### src/rtl/cache_ctrl_pkg.sv
// Shared types for the cache controller: FSM state encoding and request-type constants.
// Pure declarations; no logic, no latency.
package cache_ctrl_pkg;

    typedef enum logic [2:0] {
        ST_IDLE,
        ST_COMPARE,
        ST_WRITEBACK,
        ST_ALLOCATE,
        ST_DONE
    } ctrl_state_t;

    localparam logic REQ_READ  = 1'b0;
    localparam logic REQ_WRITE = 1'b1;

endpackage

### src/rtl/cache_perf_counter.sv
// Saturating event counter: +1 per cycle with inc_i high, holds at all-ones.
// Count visible one cycle after the event; synchronous rst wins over inc_i.
module cache_perf_counter #(
    parameter int CNT_WIDTH = 16
) (
    input  logic                 clk,
    input  logic                 rst,
    input  logic                 inc_i,
    output logic [CNT_WIDTH-1:0] count_o
);

    localparam logic [CNT_WIDTH-1:0] ONE = {{(CNT_WIDTH-1){1'b0}}, 1'b1};

    logic [CNT_WIDTH-1:0] count_q;
    logic [CNT_WIDTH-1:0] count_d;

    always_comb begin
        count_d = count_q;
        if (inc_i && (count_q != '1)) begin
            count_d = count_q + ONE;
        end
    end

    always_ff @(posedge clk) begin
        if (rst) begin
            count_q <= '0;
        end else begin
            count_q <= count_d;
        end
    end

    assign count_o = count_q;

endmodule

### src/rtl/cache_controller.sv
// Cache control FSM steering cache_memory enables and a req/ready main-memory handshake.
// Hit completes 2 cycles after acceptance; misses wait on mem_ready, no CPU queueing.
module cache_controller
    import cache_ctrl_pkg::*;
#(
    parameter int CNT_WIDTH = 16
) (
    input  logic                 clk,
    input  logic                 rst,
    input  logic                 cpu_req_valid,
    input  logic                 cpu_req_type,
    output logic                 cpu_ready,
    output logic                 cpu_done,
    input  logic                 hit,
    input  logic                 dirty_bit,
    output logic                 read_en_cache,
    output logic                 write_en_cache,
    output logic                 read_en_mem,
    output logic                 write_en_mem,
    output logic                 mem_req,
    output logic                 mem_we,
    input  logic                 mem_ready,
    output logic [CNT_WIDTH-1:0] hit_count,
    output logic [CNT_WIDTH-1:0] miss_count,
    output logic [CNT_WIDTH-1:0] wb_count
);

    ctrl_state_t state_q, state_d;
    logic        type_q, type_d;
    logic        refilled_q, refilled_d;
    logic        hit_inc, miss_inc, wb_inc;

    always_comb begin
        state_d        = state_q;
        type_d         = type_q;
        refilled_d     = refilled_q;
        cpu_ready      = 1'b0;
        cpu_done       = 1'b0;
        read_en_cache  = 1'b0;
        write_en_cache = 1'b0;
        read_en_mem    = 1'b0;
        write_en_mem   = 1'b0;
        mem_req        = 1'b0;
        mem_we         = 1'b0;
        hit_inc        = 1'b0;
        miss_inc       = 1'b0;
        wb_inc         = 1'b0;

        case (state_q)
            ST_IDLE: begin
                cpu_ready = 1'b1;
                if (cpu_req_valid) begin
                    type_d     = cpu_req_type;
                    refilled_d = 1'b0;
                    state_d    = ST_COMPARE;
                end
            end
            ST_COMPARE: begin
                read_en_cache  = (type_q == REQ_READ);
                write_en_cache = (type_q == REQ_WRITE) && hit;
                if (hit) begin
                    // Only first-look hits count; the post-refill hit is the same request.
                    hit_inc = !refilled_q;
                    state_d = ST_DONE;
                end else begin
                    miss_inc = 1'b1;
                    state_d  = dirty_bit ? ST_WRITEBACK : ST_ALLOCATE;
                end
            end
            ST_WRITEBACK: begin
                mem_req      = 1'b1;
                mem_we       = 1'b1;
                write_en_mem = 1'b1;
                if (mem_ready) begin
                    wb_inc  = 1'b1;
                    state_d = ST_ALLOCATE;
                end
            end
            ST_ALLOCATE: begin
                mem_req = 1'b1;
                if (mem_ready) begin
                    read_en_mem = 1'b1;
                    refilled_d  = 1'b1;
                    state_d     = ST_COMPARE;
                end
            end
            ST_DONE: begin
                cpu_done = 1'b1;
                state_d  = ST_IDLE;
            end
            default: begin
                state_d = ST_IDLE;
            end
        endcase
    end

    always_ff @(posedge clk) begin
        if (rst) begin
            state_q    <= ST_IDLE;
            type_q     <= REQ_READ;
            refilled_q <= 1'b0;
        end else begin
            state_q    <= state_d;
            type_q     <= type_d;
            refilled_q <= refilled_d;
        end
    end

    cache_perf_counter #(.CNT_WIDTH(CNT_WIDTH)) u_hit_cnt (
        .clk     (clk),
        .rst     (rst),
        .inc_i   (hit_inc),
        .count_o (hit_count)
    );

    cache_perf_counter #(.CNT_WIDTH(CNT_WIDTH)) u_miss_cnt (
        .clk     (clk),
        .rst     (rst),
        .inc_i   (miss_inc),
        .count_o (miss_count)
    );

    cache_perf_counter #(.CNT_WIDTH(CNT_WIDTH)) u_wb_cnt (
        .clk     (clk),
        .rst     (rst),
        .inc_i   (wb_inc),
        .count_o (wb_count)
    );

endmodule
### config.mk
export PLATFORM = sky130hd
export DESIGN_NAME = cache_controller
export DESIGN_NICKNAME = d
export VERILOG_FILES = /design/src/rtl/cache_ctrl_pkg.sv /design/src/rtl/cache_perf_counter.sv /design/src/rtl/cache_controller.sv
export SDC_FILE = /design/constraint.sdc
export NUM_CORES = 1
export LEC_CHECK = 0
export ABC_AREA = 1
export BUFFER_PORTS_ARGS = -buffer_cell sky130_fd_sc_hd__buf_4
export CORE_UTILIZATION = 50
export CTS_CLUSTER_SIZE = 12
export DETAILED_ROUTE_END_ITERATION = 12
export PLACE_DENSITY = 0.88
export SYNTH_ARGS = -nofsm -noshare
export SYNTH_HDL_FRONTEND = slang
export SYNTH_HIERARCHICAL = 1
export SYNTH_SLANG_ARGS = --single-unit
### constraint.sdc
create_clock -name clk -period 1.65 [get_ports clk]
set_clock_uncertainty 0.15 [all_clocks]
set_input_delay 0.4125 -clock clk [delete_from_list [all_inputs] [get_ports clk]]
set_output_delay 0.4125 -clock clk [all_outputs]
set_load 0.01 [all_outputs]
==> results.json <==
{
  "grt_max_degree": 17,
  "final_nets": 621,
  "peakVddDrop_v": 0.0003665,
  "setup_viol": 22,
  "tritoncts": "yes",
  "ys_warn_count": 6,
  "syn_inst": 502,
  "root_buffer": "clkbuf_8",
  "worstPathArrival_ns": 1.26,
  "rows": 28,
  "path_clk_slew_ns": 0.10,
  "run_status": "finished, violations left",
  "vias": 3697,
  "cts_buffers": 5,
  "seq_area_frac_synth_pct": 34.23,
  "clk_latency_ns": 0.31,
  "finalWirelength_um": 9144,
  "drc": 0,
  "antenna_found_initial": 0,
  "power.total_w": 0.002636,
  "dieWidth_um": 80.73,
  "syn_area_um2": 3099,
  "ys_top_cells_by_area": "dfxtp_1 34%, nand2_1 18%, nor2_1 14%",
  "place_area_um2": 3849,
  "grt_pass1_wl_um": 13220,
  "max_freq_ghz": 0.5502,
  "fin_setup_tns_ns": -1.865,
  "dr.pass1.iters": 5,
  "hold_violations": 0,
  "grtUsageTotal_pct": 25.52,
  "min_path_type": "input pin to flip-flop",
  "power_leakage_nw": 2.032,
  "area_delta_synth_final_pct": 45.05,
  "ys_ff_latch": 53,
  "place.port_buffers": 62,
  "via_per_inst": 5.381,
  "critPathMaxFanout": 2,
  "critPathKind": "flip-flop to output pin",
  "fin_crit_sh_pct": 110.2,
  "clock-sinks": 53,
  "min_period_ns": 1.818,
  "overflow": 0,
  "final_cell_area_um2": 4496,
  "cp-start-kind": "flip-flop",
  "wl_per_cell_um": 13.31,
  "diodes": 0,
  "die_area_um2": 6517,
  "rsz0062_at_grt": "true",
  "finalMaxSlewViolations": 0,
  "drtIter0Drc": 184,
  "chipHeight_um": 80.73,
  "yosysTopAreaCell": "dfxtp_1",
  "ioPinCount": 63,
  "place_congestion": 0.9095,
  "start_util_pct": 52.04,
  "synth_fa_ha_area_share_pct": 1.211,
  "violations": "negative setup slack",
  "critPathCaptureType": "output pin",
  "final.setup.worst_slack_ns": -0.1675,
  "power_density_nw_per_um2": 586.3,
  "htreeDepth": 2,
  "worst_slew_pin_slew_ns": 0.4930,
  "synth.distinct_cells": 20,
  "slew_headroom_pct": 67.10,
  "synth_edf_count": 0,
  "required_ns": 1.09,
  "synth-xor-area-share_pct": 0,
  "ctsHoldBuffers": 0,
  "synth_top_area_share_pct": 34.23,
  "synth_compound_area_share_pct": 3.835,
  "placed_cells": 661,
  "avgSynthCellArea_um2": 6.174,
  "grt_pass1_vias": 3251,
  "cap_violations": 0,
  "layout-drive-gt1-share_pct": 41.50,
  "place_ws_ns": -0.1020,
  "core_um2": 5956,
  "synth_top_family_by_area": "simple AND/OR/NAND/NOR gates",
  "clk_path_buf_depth": 2,
  "yosys.area_share.simple_pct": 53.94,
  "synth.net_count": 512,
  "antenna_left": 0,
  "ys.flop_type": "dfxtp_1",
  "async_flop_share_pct": 0,
  "dpl.hpwl_um": 5798,
  "layout.cells.non_filler": 687,
  "yosys-mux-area-fraction_pct": 0
}
==> cell usage in the layout (no fill, tap or decap), types with 8 or more instances in the layout <==
master   instances
nand2_2         11
a21oi_1         20
inv_1           29
inv_2           12
nor2_1         103
nand3_2          9
nor2_4          27
dfxtp_1         22
buf_6           15
nor2_2          24
nand2_1        139
dfxtp_2         29
nand4_1          9
nand2_4          8
nand3_1         29
buf_4           94
==> what timing repair did <==
item / 4_1_cts / 5_1_grt
gates resized for setup: 28 / 110
pin swaps: 12 / 42
endpoints found under the setup margin: 19 / 55
buffers inserted: 7 / 11
gates cloned: 0 / 0
==> path summary, 6_finish.rpt <==
| check | from | to | slack, ns | cells past startpoint |
|---|---|---|---|---|
| setup / recovery | state_q[1]$_SDFFE_PP0P_ | write_en_cache | -0.17 | 7 |
| hold / removal | rst | state_q[2]$_SDFFE_PP0P_ | 0.14 | 2 |
| setup reg to reg | state_q[1]$_SDFFE_PP0P_ | u_hit_cnt/count_o[15]$_SDFFE_PP0P_ | -0.17 | 13 |
| hold reg to reg | u_wb_cnt/count_o[2]$_SDFFE_PP0P_ | u_wb_cnt/count_o[2]$_SDFFE_PP0P_ | 0.37 | 2 |
==> registers in the layout, summed over array words and instances (netlist names) <==
register,flops
refilled_q,1
u_wb_cnt/count_o,16
u_hit_cnt/count_o,16
u_miss_cnt/count_o,16
state_q,3
type_q,1
==> stage by stage <==
stage / hold WS [ns] / util [%]
2_1_floorplan: 0.3349 / -
3_3_place_gp: 0.3511 / 64.62
3_5_place_dp: 0.3601 / 64.62
4_1_cts: 0.1372 / 68.53
5_1_grt: 0.1450 / 75.48
6_report: 0.1405 / 75.48
==> Yosys cell counts, types with 6 or more instances <==
cell type  count
nor2_1       117
a21oi_1       21
inv_1         43
dfxtp_1       53
nor3_1         6
nand3_1       39
nand2_2        7
nand4_1        9
nand2_1      151
nor2_2        31
nor2_4         6
==> layer usage <==
layer / vias up / share of wire, % / track usage (%)
met1: 1714 / 39 / 27.30
met2: 174 / 52 / 48.05
met4: 0 / 2.9 / 12.86
met5: - / 0 / 0
met3: 34 / 6.2 / 4.157
li1: 1775 / - / -
==> kinds of logic (layout without fill, tap and decap cells) <==
group / count (synthesis) / after routing
adder cells (fa/ha/maj): 3 / 3
AND/OR/NAND/NOR: 372 / 372
buffers and inverters: 51 / 161
flip-flops: 53 / 53
AO/OA/AOI/OAI: 23 / 23
==> final cells by class <==
class / instances / area [um^2]
Multi-Input combinational cell: 398 / 2148
Fill cell: 413 / 1460
Sequential cell: 53 / 1105
Timing Repair Buffer: 109 / 874.6
Inverter: 44 / 177.7
Tap cell: 75 / 93.84
Clock buffer: 6 / 82.58
Clock inverter: 2 / 13.76
==> critical path, stage by stage, from the launching register on <==
cell     delay (ns)
dfxtp_2        0.34
inv_2          0.06
nand2_2        0.07
nor2_4         0.10
nand2_2        0.07
buf_6          0.12
nor2_2         0.07
buf_4          0.12
==> where the power goes <==
group | internal [W] | total [W] | switching, W
registers | 0.00131 | 0.00133 | 0.0000250
logic | 0.000251 | 0.000519 | 0.000268
clock network | 0.000341 | 0.000786 | 0.000445
(Power assumes the default switching activity.)
